### config.mk
export PLATFORM = sky130hd
export DESIGN_NAME = seg7_scan_decoder
export DESIGN_NICKNAME = d
export VERILOG_FILES = /design/src/rtl/seg7_pkg.sv /design/src/rtl/seg7_pattern_decode.sv /design/src/rtl/seg7_scan_decoder.sv
export SDC_FILE = /design/constraint.sdc
export NUM_CORES = 1
export LEC_CHECK = 0
export BUFFER_PORTS_ARGS = -buffer_cell sky130_fd_sc_hd__buf_2
export CAP_MARGIN = 20
export CORE_MARGIN = 2
export CORE_UTILIZATION = 40
export CTS_CLUSTER_DIAMETER = 80
export CTS_CLUSTER_SIZE = 24
export DETAILED_ROUTE_END_ITERATION = 16
export GPL_TIMING_DRIVEN = 1
export SYNTH_ARGS = -nofsm -noshare
export SYNTH_HDL_FRONTEND = slang
export SYNTH_SLANG_ARGS = --single-unit
### constraint.sdc
create_clock -name clk -period 1.9 [get_ports clk]
set_input_delay 0.19 -clock clk [delete_from_list [all_inputs] [get_ports clk]]
set_output_delay 0.19 -clock clk [all_outputs]
set_load 0.01 [all_outputs]
### src/rtl/seg7_pkg.sv
// Segment encoding shared by the 7-segment driver and the scan decoder.
// Holds the hex code table, the blank and lamp-test patterns, the decimal-point
// bit position and the scan decoder FSM state type.
package seg7_pkg;

  localparam int unsigned DP_BIT    = 7;
  localparam logic [7:0]  SEG_BLANK = 8'h00;
  localparam logic [7:0]  SEG_LT    = 8'hFF;

  // Segment patterns (g..a) for values 0..F; the index is the hex value.
  localparam logic [6:0] SEG_CODES [16] = '{
    7'h3F, 7'h06, 7'h5B, 7'h4F, 7'h66, 7'h6D, 7'h7D, 7'h07,
    7'h7F, 7'h6F, 7'h77, 7'h7C, 7'h39, 7'h5E, 7'h79, 7'h71
  };

  typedef enum logic [1:0] {
    StSeek,
    StCapture,
    StHold
  } scan_state_e;

endpackage

### src/rtl/seg7_pattern_decode.sv
// Combinational decode of one captured 8-bit segment pattern.
// Ports:
//   pattern_i : segment bus value, bit7 = dp, bits6:0 = g..a
//   hex_o     : decoded value (meaningful only when valid_o)
//   valid_o   : pattern is one of the 16 hex codes (dp ignored)
//   blank_o   : pattern is all segments off
//   lt_o      : pattern is all segments on (lamp test)
//   dp_o      : decimal point bit of the pattern
module seg7_pattern_decode
  import seg7_pkg::*;
(
  input  logic [7:0] pattern_i,
  output logic [3:0] hex_o,
  output logic       valid_o,
  output logic       blank_o,
  output logic       lt_o,
  output logic       dp_o
);

  always_comb begin
    hex_o   = 4'h0;
    valid_o = 1'b0;
    blank_o = 1'b0;
    lt_o    = 1'b0;
    dp_o    = pattern_i[DP_BIT];
    // Lamp test must win over the table: its low bits equal the code for 8.
    if (pattern_i == SEG_LT) begin
      lt_o = 1'b1;
    end else if (pattern_i == SEG_BLANK) begin
      blank_o = 1'b1;
    end else begin
      for (int i = 0; i < 16; i++) begin
        if (pattern_i[6:0] == SEG_CODES[i]) begin
          hex_o   = 4'(i);
          valid_o = 1'b1;
        end
      end
    end
  end

endmodule

### src/rtl/seg7_scan_decoder.sv
// Monitors a multiplexed 7-segment bus and recovers per-digit display content.
// A pattern is captured once it has been sampled unchanged for STABLE_CYC
// consecutive edges with a one-hot digit select; each stable window is
// captured at most once.
// Ports:
//   clk, rst : clock, synchronous active-high reset
//   seg      : segment bus (bit7 = dp, bits6:0 = g..a)
//   dig_sel  : one-hot digit select
//   hex      : decoded value per digit, digit i at [4i+3:4i]
//   dp, valid, blank, lt : per-digit status of the last capture
//   upd, upd_idx : capture strobe and captured digit index
//   sel_err  : strobe, dig_sel sampled with two or more bits set
module seg7_scan_decoder
  import seg7_pkg::*;
#(
  parameter int unsigned NDIG       = 4,
  parameter int unsigned STABLE_CYC = 4
) (
  input  logic              clk,
  input  logic              rst,
  input  logic [7:0]        seg,
  input  logic [NDIG-1:0]   dig_sel,
  output logic [4*NDIG-1:0] hex,
  output logic [NDIG-1:0]   dp,
  output logic [NDIG-1:0]   valid,
  output logic [NDIG-1:0]   blank,
  output logic [NDIG-1:0]   lt,
  output logic              upd,
  output logic [2:0]        upd_idx,
  output logic              sel_err
);

  localparam logic [7:0] StableCnt = 8'(STABLE_CYC);

  scan_state_e       state_q, state_d;
  logic [7:0]        s_seg_q;
  logic [NDIG-1:0]   s_sel_q;
  logic [7:0]        cnt_q, cnt_d;
  logic [4*NDIG-1:0] hex_q;
  logic [NDIG-1:0]   dp_q, valid_q, blank_q, lt_q;
  logic              upd_q, sel_err_q;
  logic [2:0]        upd_idx_q;

  logic       changed, sel_onehot, sel_multi, capture;
  logic [2:0] cap_idx;
  logic [3:0] dec_hex;
  logic       dec_valid, dec_blank, dec_lt, dec_dp;

  assign changed    = (seg != s_seg_q) || (dig_sel != s_sel_q);
  assign sel_onehot = $onehot(dig_sel);
  assign sel_multi  = !$onehot0(dig_sel);

  always_comb begin
    if (!sel_onehot) begin
      cnt_d = 8'd0;
    end else if (changed) begin
      cnt_d = 8'd1;
    end else if (cnt_q >= StableCnt) begin
      cnt_d = StableCnt;
    end else begin
      cnt_d = cnt_q + 8'd1;
    end
  end

  always_comb begin
    state_d = state_q;
    capture = 1'b0;
    unique case (state_q)
      StSeek: begin
        if (sel_onehot && (cnt_d == StableCnt)) state_d = StCapture;
      end
      StCapture: begin
        // A change arriving on the capture edge voids the window.
        if (changed) begin
          state_d = StSeek;
        end else begin
          capture = 1'b1;
          state_d = StHold;
        end
      end
      StHold: begin
        if (changed) state_d = StSeek;
      end
      default: state_d = StSeek;
    endcase
  end

  always_comb begin
    cap_idx = 3'd0;
    for (int i = 0; i < NDIG; i++) begin
      if (s_sel_q[i]) cap_idx = 3'(i);
    end
  end

  seg7_pattern_decode u_decode (
    .pattern_i (s_seg_q),
    .hex_o     (dec_hex),
    .valid_o   (dec_valid),
    .blank_o   (dec_blank),
    .lt_o      (dec_lt),
    .dp_o      (dec_dp)
  );

  always_ff @(posedge clk) begin
    if (rst) begin
      state_q   <= StSeek;
      s_seg_q   <= 8'd0;
      s_sel_q   <= '0;
      cnt_q     <= 8'd0;
      hex_q     <= '0;
      dp_q      <= '0;
      valid_q   <= '0;
      blank_q   <= '0;
      lt_q      <= '0;
      upd_q     <= 1'b0;
      upd_idx_q <= 3'd0;
      sel_err_q <= 1'b0;
    end else begin
      state_q   <= state_d;
      s_seg_q   <= seg;
      s_sel_q   <= dig_sel;
      cnt_q     <= cnt_d;
      upd_q     <= capture;
      sel_err_q <= sel_multi;
      if (capture) begin
        upd_idx_q <= cap_idx;
        for (int i = 0; i < NDIG; i++) begin
          if (s_sel_q[i]) begin
            dp_q[i]    <= dec_dp;
            valid_q[i] <= dec_valid;
            blank_q[i] <= dec_blank;
            lt_q[i]    <= dec_lt;
            if (dec_valid) hex_q[4*i +: 4] <= dec_hex;
          end
        end
      end
    end
  end

  assign hex     = hex_q;
  assign dp      = dp_q;
  assign valid   = valid_q;
  assign blank   = blank_q;
  assign lt      = lt_q;
  assign upd     = upd_q;
  assign upd_idx = upd_idx_q;
  assign sel_err = sel_err_q;

endmodule

==> impl_results.md <==
* Detailed Place HPWL at 5.055 mm
* Yosys reg bits at 58
* Total wire length at 7.200 mm
* Reg2Reg Setup Slack at -0.11 ns
* Starting Density at 0.4094
* H-Tree Depth at 3
* Setup ws final at -0.1089 ns
* Achievable frequency at 0.4978 GHz
* Endpoints failing setup at 19
* Area share of the largest cell type after synthesis at 0.4197
* Final Util at 0.5906
* Die height at 87.16 um
* CP required at 2.17 ns
* Final Critical Period at 2.009 ns
* Routability cong. at 0.8373
* Die width at 87.16 um
* Initial antenna violation count at 0
* Leakage at 1.653 nW
* N_diodes at 0
* Final Total Pwr at 2.741 mW
* Layout Area Growth over Synthesis at 44.23%
* Core box area at 6756 um^2
* Status: finished with violations
* Worst Setup Start Kind: flip-flop
* Hold Startpoint: seg[2]
* Root buf cell: clkbuf_8
* DRC violation count after routing at 0
* Placed Area at 3470 um^2
* First-pass GRT wire length at 11.58 mm
* Pwr Density at 687.0 nW/um^2
* Post-synthesis sequential area ratio at 0.4197
* CP bufs+invs at 1
* WHS at 0.08865 ns
* Gr ovfl total at 0
* Hold EP: s_seg_q[2]
* CP delay by family, top: compound AO/OA/AOI/OAI gates
* Met1 wire length at 3.300 mm
* Cell count after synthesis at 296
* Critical path startpoint: s_seg_q[5]
* Final hold viol count at 0
* Dominant cells by area after synthesis: dfxtp_1 (42%), xnor2_1 (4.7%), mux2i_1 (4.3%), o311ai_4 (3.8%), a21oi_1 (3.6%)
* Routed len/inst at 14.94 um
* Max VDD drop at 0.6346 mV
* Ys flop type: dfxtp_1
* Worst-Skew Late Latency at 0.35 ns
* Post-Syn Area at 2766 um^2
* GRT Util Overall at 0.1995
* R2R cell count at 6
* HP Class: in2reg
* Yosys warning count at 0
* Failing checks: negative setup slack
* Number of flops mapped to enable cells by yosys at 0
* Kind of critical path: reg2reg
* Num CTS Buffers at 9
* Cts-stage hold buffer count at 0
* Met2 WL at 3.533 mm
* CP max stage delay at 0.53 ns
* R2R Path End: hex[12]
* Clk buf depth at 2
* Worst EP arrival at 2.28 ns
* Crit-path max FO at 4
* Critical path, cell by cell: buf_6 -> or4_4 -> a211oi_2 -> a211oi_1 -> a2111o_1 -> mux2i_1
* Post-synthesis async set-or-reset flop share at 0
* Top layer in use: met4
* Crit-path slowest cell: or4_4
* Unrepaired setup endpoints after global routing: true
* I/O Pins at 51
* Design area at 3990 um^2
* Area leader, netlist: dfxtp_1
* Pre-antenna DRT Iters at 4
* Max-cap viol count at 0
* Critical path capture point type: flip-flop
* Hold Path Depth at 2
* Rows at 30
* Die ar. at 7597 um^2
* CTS tree: built
* Largest net degree at the start of global routing at 25
* Final worst-path cycle share at 1.057
* Share of layout cells above drive strength 1 at 0.4328
* Initial DRC count at 169
* Reg clk slew, reported paths at 0.07 ns
* Skew final at 0.01042 ns
* DR vias/cell at 5.176
* CTS Sinks at 58
* Final Max Slew Viols at 0
* Total number of vias at 2,495
* Reg-to-reg startpoint: s_seg_q[5]
* Post-DRT Antenna Nets at 0
* WL met3 at 250 um
* Vias in the first global route at 2,376
* Final Net Count at 417
* IO buf count at 49
* Netlist cell types at 48
* Mean Syn Cell Area at 9.346 um^2
## Yosys cell counts (5+ instances only)
master / instances
inv_1: 17
and4_1: 5
buf_2: 7
nor2b_1: 10
nor2_1: 15
nor3_2: 5
xnor2_1: 15
nand2b_1: 13
clkbuf_1: 9
a21oi_1: 20
nor4_1: 5
o21ai_0: 19
ha_1: 5
mux2i_1: 12
nor3_1: 5
nand3_1: 17
nand2_1: 12
dfxtp_1: 58
## repair_timing
item,CTS,global route
setup buffers,5,2
cloned,0,1
endpoints found under the setup margin,24,35
pin swaps,12,12
resized for setup,28,31
## cell families (layout without fill, tap and decap cells)
group | count (synthesis) | after routing | synth area share
other | 1 | 6 | 0.001356
adders and majority gates | 6 | 6 | 0.02985
buffers and inverters | 37 | 138 | 0.05879
muxes | 12 | 12 | 0.04342
AOI/OAI and AO/OA | 61 | 61 | 0.1642
xor gates and xnor gates | 15 | 15 | 0.04749
DFF | 58 | 58 | 0.4197
and+or+nand+nor | 106 | 106 | 0.2352
## worst register-to-register path, stage by stage, from the launching register on
cell and delay [ns]:
dfxtp_4 0.35, buf_6 0.11, or4_4 0.53, a211oi_2 0.20
a211oi_1 0.08, a2111o_1 0.51, mux2i_1 0.17
## cell type report
| type | count | area, um^2 |
|---|---|---|
| Tap cell | 80 | 100.1 |
| Multi-Input combinational cell | 206 | 1668 |
| Clock inverter | 6 | 65.06 |
| Clock buffer | 10 | 137.6 |
| Timing Repair Buffer | 105 | 778.2 |
| Sequential cell | 58 | 1175 |
| Inverter | 17 | 66.31 |
| Fill cell | 595 | 2766 |
## placed cells by master, fill, tap and decap left out, types with 3 or more instances in the layout
cell,synthesis,routed
dfxtp_1,58,51
buf_2,7,49
buf_4,2,40
o21ai_0,19,17
a21oi_1,20,17
inv_1,17,16
nor2_1,15,15
nand3_1,17,14
nand2b_1,13,13
mux2i_1,12,12
xnor2_1,15,11
nor2b_1,10,10
nand2_1,12,10
clkbuf_8,0,10
buf_6,1,10
conb_1,1,6
dfxtp_2,0,5
and4_1,5,4
nand4_1,4,4
nor3_1,5,4
nor3_2,5,4
o311ai_4,4,4
a221oi_2,0,4
ha_1,5,4
buf_12,0,4
nor4b_2,1,3
nor4_2,0,3
a21oi_2,0,3
nand3_2,0,3
## power by group
group / internal, mW / leakage (nW) / switching [mW]
logic: 0.153 / 1.07 / 0.163
clock network: 0.643 / 0.103 / 0.525
registers: 1.24 / 0.475 / 0.0189
## per-stage QoR
| step | instances | setup slack [ns] | TNS (ns) |
|---|---|---|---|
| 5_1_grt | 482 | -0.1620 | -2.507 |
| 2_1_floorplan | 301 | -0.02303 | -0.02303 |
| 6_report | 482 | -0.1089 | -1.135 |
| 3_5_place_dp | 459 | -0.2721 | -4.026 |
| 4_1_cts | 480 | -0.1024 | -1.534 |
| 3_3_place_gp | 459 | -0.2113 | -3.070 |
## routing by layer
metal	GRT usage	vias to the layer above
li1	-	1250
met1	0.2666	1191
met2	0.3137	45
met3	0.04929	9
met4	0.07133	0
met5	0	-
## flip-flops by register name (all words and copies together) (netlist names)
register / count
lt: 4
upd: 1
hex: 16
s_sel_q: 4
state_q: 2
cnt_q: 8
s_seg_q: 8
dp: 4
valid: 4
sel_err: 1
blank: 4
upd_idx: 2
## how the worst max path moves through the flow
stage,to,slack [ns],depth (start not counted)
final,hex[12],-0.11,6
after global routing,hex[0],-0.16,6
after floorplan,state_q[0],-0.02,9
after global placement,state_q[0],-0.21,10
after detailed placement,state_q[0],-0.27,10
after CTS,hex[5],-0.10,8
(Power assumes the default switching activity.)
